==> config.mk <==
export PLATFORM = sky130hd
export DESIGN_NAME = pipelined_right_shifter_flat
export DESIGN_NICKNAME = d
export VERILOG_FILES = /design/src/rtl/pipelined_right_shifter_pkg.sv /design/src/rtl/pipelined_right_shifter_if.sv /design/src/rtl/pipelined_right_shifter_stage.sv /design/src/rtl/pipelined_right_shifter.sv /design/src/flat_wrapper.sv
export SDC_FILE = /design/constraint.sdc
export NUM_CORES = 1
export LEC_CHECK = 0
export CAP_MARGIN = 20
export CORE_ASPECT_RATIO = 1.1
export CORE_UTILIZATION = 56
export DETAILED_ROUTE_END_ITERATION = 10
export GPL_ROUTABILITY_DRIVEN = 0
export PLACE_DENSITY_LB_ADDON = 0.1
export SLEW_MARGIN = 10
export SYNTH_ARGS = -nofsm -noshare
export SYNTH_HDL_FRONTEND = slang
export SYNTH_SLANG_ARGS = --single-unit
==> constraint.sdc <==
create_clock -name clock -period 3.4 [get_ports clock]
set_clock_uncertainty 0.05 [all_clocks]
set_input_delay 0.51 -clock clock [delete_from_list [all_inputs] [get_ports clock]]
set_output_delay 0.51 -clock clock [all_outputs]
set_load 0.005 [all_outputs]
==> src/rtl/pipelined_right_shifter_pkg.sv <==
// Shared definitions for the pipelined right shifter: datapath widths,
// operation encodings and the fill-bit helper used at the input stage.
package shifter_pkg;

    localparam int DATA_W  = 32;
    localparam int SHAMT_W = 5;

    typedef enum logic [1:0] {
        OP_SRL  = 2'b00,
        OP_SRA  = 2'b01,
        OP_ROR  = 2'b10,
        OP_RSVD = 2'b11
    } shift_op_e;

    // Only an arithmetic shift replicates the sign; everything else fills with zero.
    function automatic logic fill_for(input logic [1:0] op, input logic msb);
        return (op == OP_SRA) && msb;
    endfunction

endpackage

==> src/rtl/pipelined_right_shifter_if.sv <==
// Handshake bundle for the pipelined right shifter: an input channel
// (operand, amount, op, tag) and an output channel (result, tag).
// The slave modport is the shifter side, the master modport the client side.
interface pipelined_right_shifter_if
    import shifter_pkg::*;
#(
    parameter int TAG_W = 5
);

    logic               in_valid;
    logic               in_ready;
    logic [DATA_W-1:0]  in_data;
    logic [SHAMT_W-1:0] in_shamt;
    logic [1:0]         in_op;
    logic [TAG_W-1:0]   in_tag;

    logic               out_valid;
    logic               out_ready;
    logic [DATA_W-1:0]  out_data;
    logic [TAG_W-1:0]   out_tag;

    modport master (
        output in_valid, in_data, in_shamt, in_op, in_tag, out_ready,
        input  in_ready, out_valid, out_data, out_tag
    );

    modport slave (
        input  in_valid, in_data, in_shamt, in_op, in_tag, out_ready,
        output in_ready, out_valid, out_data, out_tag
    );

endinterface

==> src/rtl/pipelined_right_shifter_stage.sv <==
// One conditional step of the right barrel shifter (module right_shift_stage).
// When enabled it shifts right by SHIFT_BY, refilling the top either with
// the supplied fill bit or, for rotates, with the bits falling off the bottom.
module right_shift_stage #(
    parameter int DATA_W   = 32,
    parameter int SHIFT_BY = 1
) (
    input  logic [DATA_W-1:0] data_in,
    input  logic              enable,
    input  logic              fill,
    input  logic              rotate,
    output logic [DATA_W-1:0] data_out
);

    // Pass through unless this step is selected by its shift-amount bit.
    always_comb begin
        data_out = data_in;
        if (enable) begin
            if (rotate) begin
                data_out = {data_in[SHIFT_BY-1:0], data_in[DATA_W-1:SHIFT_BY]};
            end else begin
                data_out = {{SHIFT_BY{fill}}, data_in[DATA_W-1:SHIFT_BY]};
            end
        end
    end

endmodule

==> src/rtl/pipelined_right_shifter.sv <==
// Two-stage pipelined 32-bit right shifter (SRL/SRA, op 11 behaves as SRL).
// Stage 1 applies the 16/8 steps, stage 2 the 4/2/1 steps into the output
// register. Define RIGHT_SHIFTER_ROTATE_EN to make op 10 a rotate right;
// without it op 10 is a plain logical shift and no rotate path exists.
module pipelined_right_shifter
    import shifter_pkg::*;
#(
    parameter int TAG_W = 5
) (
    input logic                      clock,
    input logic                      reset_n,
    pipelined_right_shifter_if.slave bus
);

    logic               s1_valid;
    logic [DATA_W-1:0]  s1_data;
    logic [2:0]         s1_shamt;
    logic               s1_fill;
    logic               s1_rotate;
    logic [TAG_W-1:0]   s1_tag;

    logic               out_valid_r;
    logic [DATA_W-1:0]  out_data_r;
    logic [TAG_W-1:0]   out_tag_r;

    logic               s2_adv;
    logic               s1_adv;
    logic               in_fill;
    logic               in_rotate;
    logic [DATA_W-1:0]  sh16_data;
    logic [DATA_W-1:0]  sh8_data;
    logic [DATA_W-1:0]  sh4_data;
    logic [DATA_W-1:0]  sh2_data;
    logic [DATA_W-1:0]  sh1_data;

    assign s2_adv       = !out_valid_r || bus.out_ready;
    assign s1_adv       = !s1_valid || s2_adv;
    assign bus.in_ready = s1_adv;

    assign bus.out_valid = out_valid_r;
    assign bus.out_data  = out_data_r;
    assign bus.out_tag   = out_tag_r;

    assign in_fill = fill_for(bus.in_op, bus.in_data[DATA_W-1]);

`ifdef RIGHT_SHIFTER_ROTATE_EN
    assign in_rotate = (bus.in_op == OP_ROR);
`else
    assign in_rotate = 1'b0;
`endif

    right_shift_stage #(.DATA_W(DATA_W), .SHIFT_BY(16)) u_sh16 (
        .data_in  (bus.in_data),
        .enable   (bus.in_shamt[4]),
        .fill     (in_fill),
        .rotate   (in_rotate),
        .data_out (sh16_data)
    );

    right_shift_stage #(.DATA_W(DATA_W), .SHIFT_BY(8)) u_sh8 (
        .data_in  (sh16_data),
        .enable   (bus.in_shamt[3]),
        .fill     (in_fill),
        .rotate   (in_rotate),
        .data_out (sh8_data)
    );

    right_shift_stage #(.DATA_W(DATA_W), .SHIFT_BY(4)) u_sh4 (
        .data_in  (s1_data),
        .enable   (s1_shamt[2]),
        .fill     (s1_fill),
        .rotate   (s1_rotate),
        .data_out (sh4_data)
    );

    right_shift_stage #(.DATA_W(DATA_W), .SHIFT_BY(2)) u_sh2 (
        .data_in  (sh4_data),
        .enable   (s1_shamt[1]),
        .fill     (s1_fill),
        .rotate   (s1_rotate),
        .data_out (sh2_data)
    );

    right_shift_stage #(.DATA_W(DATA_W), .SHIFT_BY(1)) u_sh1 (
        .data_in  (sh2_data),
        .enable   (s1_shamt[0]),
        .fill     (s1_fill),
        .rotate   (s1_rotate),
        .data_out (sh1_data)
    );

    // Stage 1: capture the coarse-shifted operand and its context on an input transfer.
    always_ff @(posedge clock or negedge reset_n) begin
        if (!reset_n) begin
            s1_valid  <= 1'b0;
            s1_data   <= '0;
            s1_shamt  <= '0;
            s1_fill   <= 1'b0;
            s1_rotate <= 1'b0;
            s1_tag    <= '0;
        end else if (s1_adv) begin
            s1_valid <= bus.in_valid;
            if (bus.in_valid) begin
                s1_data   <= sh8_data;
                s1_shamt  <= bus.in_shamt[2:0];
                s1_fill   <= in_fill;
                s1_rotate <= in_rotate;
                s1_tag    <= bus.in_tag;
            end
        end
    end

    // Stage 2: finish the shift into the output register, holding while the consumer stalls.
    always_ff @(posedge clock or negedge reset_n) begin
        if (!reset_n) begin
            out_valid_r <= 1'b0;
            out_data_r  <= '0;
            out_tag_r   <= '0;
        end else if (s2_adv) begin
            out_valid_r <= s1_valid;
            if (s1_valid) begin
                out_data_r <= sh1_data;
                out_tag_r  <= s1_tag;
            end
        end
    end

endmodule

==> src/flat_wrapper.sv <==
// flat-port wrapper written by rule: the top's interface ports become plain ports
module pipelined_right_shifter_flat import shifter_pkg::*;
#(
    parameter int TAG_W = 5
)
  (clock, reset_n, bus_in_valid, bus_in_data, bus_in_shamt, bus_in_op, bus_in_tag, bus_out_ready, bus_in_ready, bus_out_valid, bus_out_data, bus_out_tag);
  pipelined_right_shifter_if #(.TAG_W(TAG_W)) bus_i ();
  input logic clock;
  input logic reset_n;
  input wire logic [$bits(bus_i.in_valid)-1:0] bus_in_valid;
  input wire logic [$bits(bus_i.in_data)-1:0] bus_in_data;
  input wire logic [$bits(bus_i.in_shamt)-1:0] bus_in_shamt;
  input wire logic [$bits(bus_i.in_op)-1:0] bus_in_op;
  input wire logic [$bits(bus_i.in_tag)-1:0] bus_in_tag;
  input wire logic [$bits(bus_i.out_ready)-1:0] bus_out_ready;
  output wire logic [$bits(bus_i.in_ready)-1:0] bus_in_ready;
  output wire logic [$bits(bus_i.out_valid)-1:0] bus_out_valid;
  output wire logic [$bits(bus_i.out_data)-1:0] bus_out_data;
  output wire logic [$bits(bus_i.out_tag)-1:0] bus_out_tag;
  assign bus_i.in_valid = bus_in_valid;
  assign bus_i.in_data = bus_in_data;
  assign bus_i.in_shamt = bus_in_shamt;
  assign bus_i.in_op = bus_in_op;
  assign bus_i.in_tag = bus_in_tag;
  assign bus_i.out_ready = bus_out_ready;
  assign bus_in_ready = bus_i.in_ready;
  assign bus_out_valid = bus_i.out_valid;
  assign bus_out_data = bus_i.out_data;
  assign bus_out_tag = bus_i.out_tag;
  pipelined_right_shifter #(.TAG_W(TAG_W)) u_core (.clock(clock), .reset_n(reset_n), .bus(bus_i));
endmodule
==> impl_metrics.py, run 1 <==
metrics = {
    "outcome": {
        "status": "finished, final reports clean",
    },
    "sta": {
        "period_minus_slack_ps": 2230,
        "fmaxAchievable_mhz": 448,
        "hold_viol_final": 0,
        "post-route-period-util_pct": 65.7,
        "slew_headroom_pct": 34.9,
        "fin_tns_setup_ps": 0,
        "setup_violations": 0,
        "fin_hold_ws_ps": 430,
        "rsz0062_at_grt": "no",
        "worst_slew_pin_slew_ps": 976,
        "drv_slew": 0,
    },
    "yosys": {
        "synth_nets": 501,
        "syn_area_mm2": 0.00447,
        "syn_inst": 453,
        "syn_avg_cell_area_um2": 9.87,
        "synthDistinctLibCells": 28,
        "yosys_warnings": 0,
        "ys_seq_area_share_pct": 44.8,
        "synth-seq-cells": 80,
    },
    "critical_path": {
        "start_kind": "primary input",
        "r2r_cells": 3,
        "crit_chain": "clkdlybuf4s50_1 > nand3b_1 > clkdlybuf4s50_1",
        "path_common_cell": "clkdlybuf4s50_1",
        "path_max_fanout": 3,
        "slowest_delay_ps": 520,
        "cp-end-kind": "output pin",
        "worstPathArrival_ps": 1670,
        "worstSetupPathType": "primary input to output pin",
        "r2r-end": "u_core.bus.out_data[24]",
        "r2r-start": "u_core.s1_shamt[2]",
        "worst_ep_required_time_ps": 2840,
        "r2r_setup_slack_ps": 1330,
        "worst_path_max_delay_cell": "clkdlybuf4s50_1",
    },
    "route": {
        "via_per_inst": 5.80,
        "detailedRoute.firstPassIterationCount": 6,
        "wl_um": 10000,
        "post_drt_wl_per_cell_um": 16.0,
        "first_iter_violations": 243,
        "route.vias.total": 3628,
        "route.detailed.drc": 0,
        "final_antenna_net_count": 0,
    },
    "placement": {
        "place_hpwl_um": 7100,
        "io_buffers": 86,
    },
    "clock_tree": {
        "cts.clk_slew.worst_paths_ps": 80,
        "clock_sinks": 80,
        "cts_max_path_buffers": 2,
        "clock_latency_ps": 360,
        "cts_made_buffers": 9,
        "holdBufCountCts": 0,
        "cts_tree": "yes",
        "cts-resized-gates": 0,
        "cts.htree.levels": 3,
        "clockRootBuffer": "clkbuf_8",
        "postCtsSetupBuffers": 0,
    },
    "min_path": {
        "worstHoldPathType": "flop to flop",
        "min_to": "u_core.bus.out_data[21]",
        "hold_path_depth": 2,
        "hp-start": "u_core.bus.out_data[21]",
    },
    "floorplanning": {
        "dieWidth_um": 87.2,
        "die_height_um": 95.7,
        "core_area_mm2": 0.00760,
        "die-area_mm2": 0.00835,
        "row_count": 33,
        "start_util_pct": 58.9,
        "io_pins": 87,
    },
    "grt": {
        "grt_pass1_vias": 3282,
        "grt_pass1_wl_um": 16300,
        "busiest_layer": "met2",
        "antenna_found_initial": 0,
        "grt_use_met2_pct": 39.4,
        "grt_max_degree": 81,
        "globalRouteMet3Util_pct": 4.72,
        "grt_usage_pct": 25.6,
        "gr-total-overflow": 0,
        "met1_usage_pct": 37.0,
    },
    "power_and_ir_drop": {
        "power.density_mw_per_mm2": 544,
        "p_leak_uw": 0.00232,
        "ir_worst_vdd_mv": 0.296,
    },
    "finish": {
        "nNetsFinal": 563,
        "final_cell_mix": "85 x clkdlybuf4s50_1, 80 x dfrtp_1, 63 x mux2_2",
        "diodes": 0,
        "layout_commonest_cell": "clkdlybuf4s50_1",
        "area_growth_pct": 23.4,
        "drive_above_1_share_pct": 17.3,
        "n_fill_cell": 591,
    },
    "flow_run": {
        "drv_cap": 0,
    },
}
==> worst max-delay path by stage <==
stage,start,to,cells past startpoint
detailed placement,bus_in_shamt[4],u_core.s1_data[13],6
global route,bus_in_shamt[4],u_core.s1_data[8],6
floorplan,bus_out_ready,u_core.s1_data[16],5
CTS,bus_out_ready,bus_in_ready,3
global placement,bus_in_shamt[3],u_core.s1_data[25],4
finish,bus_out_ready,bus_in_ready,3
==> stage by stage <==
stage | setup slack (ps) | util, % | power (uW) | area [um2] | instances
final | 1170 | 72.6 | 3000 | 5520 | 625
after global routing | 1060 | 72.6 | 3170 | 5520 | 625
after CTS | 1160 | 72.1 | 3000 | 5480 | 623
after detailed placement | 909 | 69.9 | 2390 | 5310 | 607
after global placement | 963 | 69.9 | 2360 | 5310 | 607
after floorplan | 1680 | - | 1910 | 4470 | 453
==> cell type report <==
cell class | count | area (um2) | area share [%]
Multi-Input combinational cell | 330 | 2270 | 41.2
Sequential cell | 80 | 2000 | 36.3
Timing Repair Buffer | 93 | 933 | 16.9
Tap cell | 105 | 131 | 2.38
Clock buffer | 10 | 128 | 2.31
Clock inverter | 6 | 45.0 | 0.816
Inverter | 1 | 3.75 | 0.0680
==> flip-flops by register name (all words and copies together), names as in the netlist <==
signal	cells
u_core.s1_data	32
u_core.bus.out_data	32
u_core.bus.out_valid	1
u_core.s1_tag	5
u_core.bus.out_tag	5
u_core.s1_shamt	3
u_core.s1_fill	1
u_core.s1_valid	1
==> where the power goes <==
part | internal [uW] | switching (uW)
logic | 602 | 477
clock network | 267 | 354
registers | 1160 | 141
total | 2030 | 971
==> cell usage after synthesis <==
master | n | area, um2
a211o_1 | 1 | 8.76
o22ai_1 | 53 | 332
nor3_1 | 2 | 10.0
dfrtp_1 | 80 | 2000
nor2b_1 | 1 | 6.26
nand3b_1 | 1 | 7.51
buf_1 | 3 | 11.3
o21ai_0 | 46 | 230
mux2_2 | 63 | 709
a22o_1 | 1 | 8.76
nand2b_1 | 13 | 81.3
buf_4 | 2 | 15.0
a21oi_1 | 9 | 45.0
buf_6 | 1 | 11.3
mux2i_1 | 24 | 240
inv_1 | 1 | 3.75
mux4_2 | 1 | 22.5
and2b_1 | 1 | 7.51
nand3_1 | 8 | 40.0
or2_2 | 2 | 12.5
clkbuf_1 | 16 | 60.1
o21a_1 | 1 | 7.51
nor3b_1 | 2 | 15.0
buf_2 | 20 | 100
nand2_1 | 57 | 214
o31ai_1 | 27 | 203
nand4b_1 | 1 | 8.76
nor2_1 | 16 | 60.1
==> cell families (layout without fill, tap and decap cells) <==
kind of cell	after synthesis	in the layout	share of synthesized area, %
AOI/OAI and AO/OA	138	138	18.7
buffers and inverters	43	110	4.50
DFF	80	80	44.8
muxes	88	88	21.7
and+or+nand+nor	104	104	10.4
==> critical path, delay by kind of cell <==
family,cells,cell delay (ps)
buffers and inverters,2,1000
AND/OR/NAND/NOR,1,160
==> layer usage <==
metal,vias up,wire (um)
met2,143,4590
met1,1681,4710
met4,0,148
met3,13,552
met5,-,0
li1,1791,-
Note: power is estimated with default switching activity, not from simulation.
==> run 2, diff against run 1 <==
--- a/config.mk
+++ b/config.mk
@@ -7,7 +7,7 @@
 export LEC_CHECK = 0
 export CAP_MARGIN = 20
 export CORE_ASPECT_RATIO = 1.1
-export CORE_UTILIZATION = 56
+export CORE_UTILIZATION = 52
 export DETAILED_ROUTE_END_ITERATION = 10
 export GPL_ROUTABILITY_DRIVEN = 0
 export PLACE_DENSITY_LB_ADDON = 0.1
==> constraint.sdc (replaced) <==
create_clock -name clock -period 2.2 [get_ports clock]
set_clock_uncertainty 0.05 [all_clocks]
set_input_delay 0.33 -clock clock [delete_from_list [all_inputs] [get_ports clock]]
set_output_delay 0.33 -clock clock [all_outputs]
set_load 0.005 [all_outputs]
==> impl_metrics.py, run 2 (synthesized netlist as in run 1, its figures left out) <==
metrics = {
    "grt": {
        "antenna_found_initial": 0,
        "grt_usage_pct": 23.7,
        "grt_max_degree": 66,
        "grt_pass1_vias": 3490,
        "gr-total-overflow": 0,
        "grt_pass1_wl_um": 17000,
    },
    "clock_tree": {
        "clock_latency_ps": 350,
        "clock_sinks": 80,
        "holdBufCountCts": 1,
        "cts-resized-gates": 0,
        "cts.htree.levels": 3,
        "clockRootBuffer": "clkbuf_8",
        "cts_max_path_buffers": 2,
        "cts_made_buffers": 9,
        "postCtsSetupBuffers": 0,
        "cts.clk_slew.worst_paths_ps": 90,
        "cts_tree": "yes",
    },
    "floorplanning": {
        "start_util_pct": 53.5,
        "row_count": 35,
        "die_height_um": 99.3,
        "die-area_mm2": 0.00898,
        "io_pins": 87,
        "dieWidth_um": 90.4,
        "core_area_mm2": 0.00836,
    },
    "critical_path": {
        "worst_ep_required_time_ps": 2390,
        "worstPathArrival_ps": 2080,
        "start_kind": "flop",
        "r2r-start": "u_core.s1_shamt[1]",
        "r2r_cells": 3,
        "cp-end-kind": "flop",
        "r2r_setup_slack_ps": 310,
        "path_max_fanout": 11,
        "r2r-end": "u_core.bus.out_data[27]",
        "worstSetupPathType": "flop to flop",
    },
    "sta": {
        "fin_hold_ws_ps": 421,
        "setup_violations": 0,
        "rsz0062_at_grt": "no",
        "slew_headroom_pct": 65.8,
        "fmaxAchievable_mhz": 530,
        "period_minus_slack_ps": 1890,
        "post-route-period-util_pct": 85.8,
        "worst_slew_pin_slew_ps": 513,
        "drv_slew": 0,
        "hold_viol_final": 0,
        "fin_tns_setup_ps": 0,
    },
    "route": {
        "detailedRoute.firstPassIterationCount": 5,
        "wl_um": 10000,
        "first_iter_violations": 200,
        "via_per_inst": 5.78,
        "post_drt_wl_per_cell_um": 15.7,
        "route.detailed.drc": 0,
        "route.vias.total": 3685,
        "final_antenna_net_count": 0,
    },
    "finish": {
        "fin_cells": 637,
        "multi_input_area_mm2": 0.00227,
        "seq_area_mm2": 0.00200,
        "final_cell_mix": "85 x clkdlybuf4s50_1, 80 x dfrtp_1, 63 x mux2_2",
        "drive_above_1_share_pct": 18.4,
        "n_fill_cell": 654,
        "area_growth_pct": 27.2,
        "nNetsFinal": 569,
        "layout_commonest_cell": "clkdlybuf4s50_1",
        "diodes": 0,
    },
    "flow_run": {
        "drv_cap": 0,
    },
    "power_and_ir_drop": {
        "power.density_mw_per_mm2": 886,
        "ir_worst_vdd_mv": 0.454,
        "p_leak_uw": 0.00241,
    },
    "placement": {
        "io_buffers": 86,
        "placedCellCount": 620,
        "place_hpwl_um": 7200,
    },
    "min_path": {
        "worstHoldPathType": "primary input to asynchronous set/reset pin",
    },
    "outcome": {
        "status": "finished, final reports clean",
    },
}
## run 2: routing by layer
layer / GRT usage, % / routed length, um / part of all wire (%) / vias up
met5: 0 / 0 / 0 / -
met3: 2.98 / 500 / 5.0 / 11
li1: - / - / - / 1805
met1: 34.8 / 4850 / 48 / 1728
met2: 36.1 / 4520 / 45 / 141
met4: 9.18 / 146 / 1.5 / 0
## run 2: critical path, cell delays in order (launching register included)
cell and delay (ps):
dfrtp_1 580, mux2_2 430, mux4_2 460, mux2_2 270
## run 2: power breakdown
part / switching, uW / internal [uW]
clock network: 542 / 791
logic: 738 / 956
registers: 220 / 1790
## run 2: through the flow
step / util [%] / setup slack (ps) / area, um2 / total power (uW)
floorplan: - / 596 / 4470 / 2950
global placement: 64.9 / 272 / 5430 / 3690
detailed placement: 64.9 / 266 / 5430 / 3730
CTS: 68.0 / 317 / 5690 / 5060
global route: 68.0 / 213 / 5690 / 5320
finish: 68.0 / 313 / 5690 / 5040
## run 2: worst max path at each step
stage / from / end / slack, ps / cells after the start
final: u_core.s1_shamt[1] / u_core.bus.out_data[27] / 310 / 3
after global placement: bus_in_shamt[4] / u_core.s1_data[13] / 270 / 5
after CTS: u_core.s1_shamt[1] / u_core.bus.out_data[27] / 320 / 3
after detailed placement: bus_in_shamt[4] / u_core.s1_data[13] / 270 / 5
after global routing: u_core.s1_shamt[1] / u_core.bus.out_data[29] / 210 / 5
after floorplan: u_core.s1_shamt[1] / u_core.bus.out_data[27] / 600 / 3
## run 2: cell type report
cell class / instances / area share (%)
clock inverters: 6 / 1.98
flip-flops and latches: 80 / 35.2
repair buffers: 99 / 17.9
inverters: 1 / 0.0660
multi-input cells: 330 / 40.0
well taps: 111 / 2.44
clock buffers: 10 / 2.42
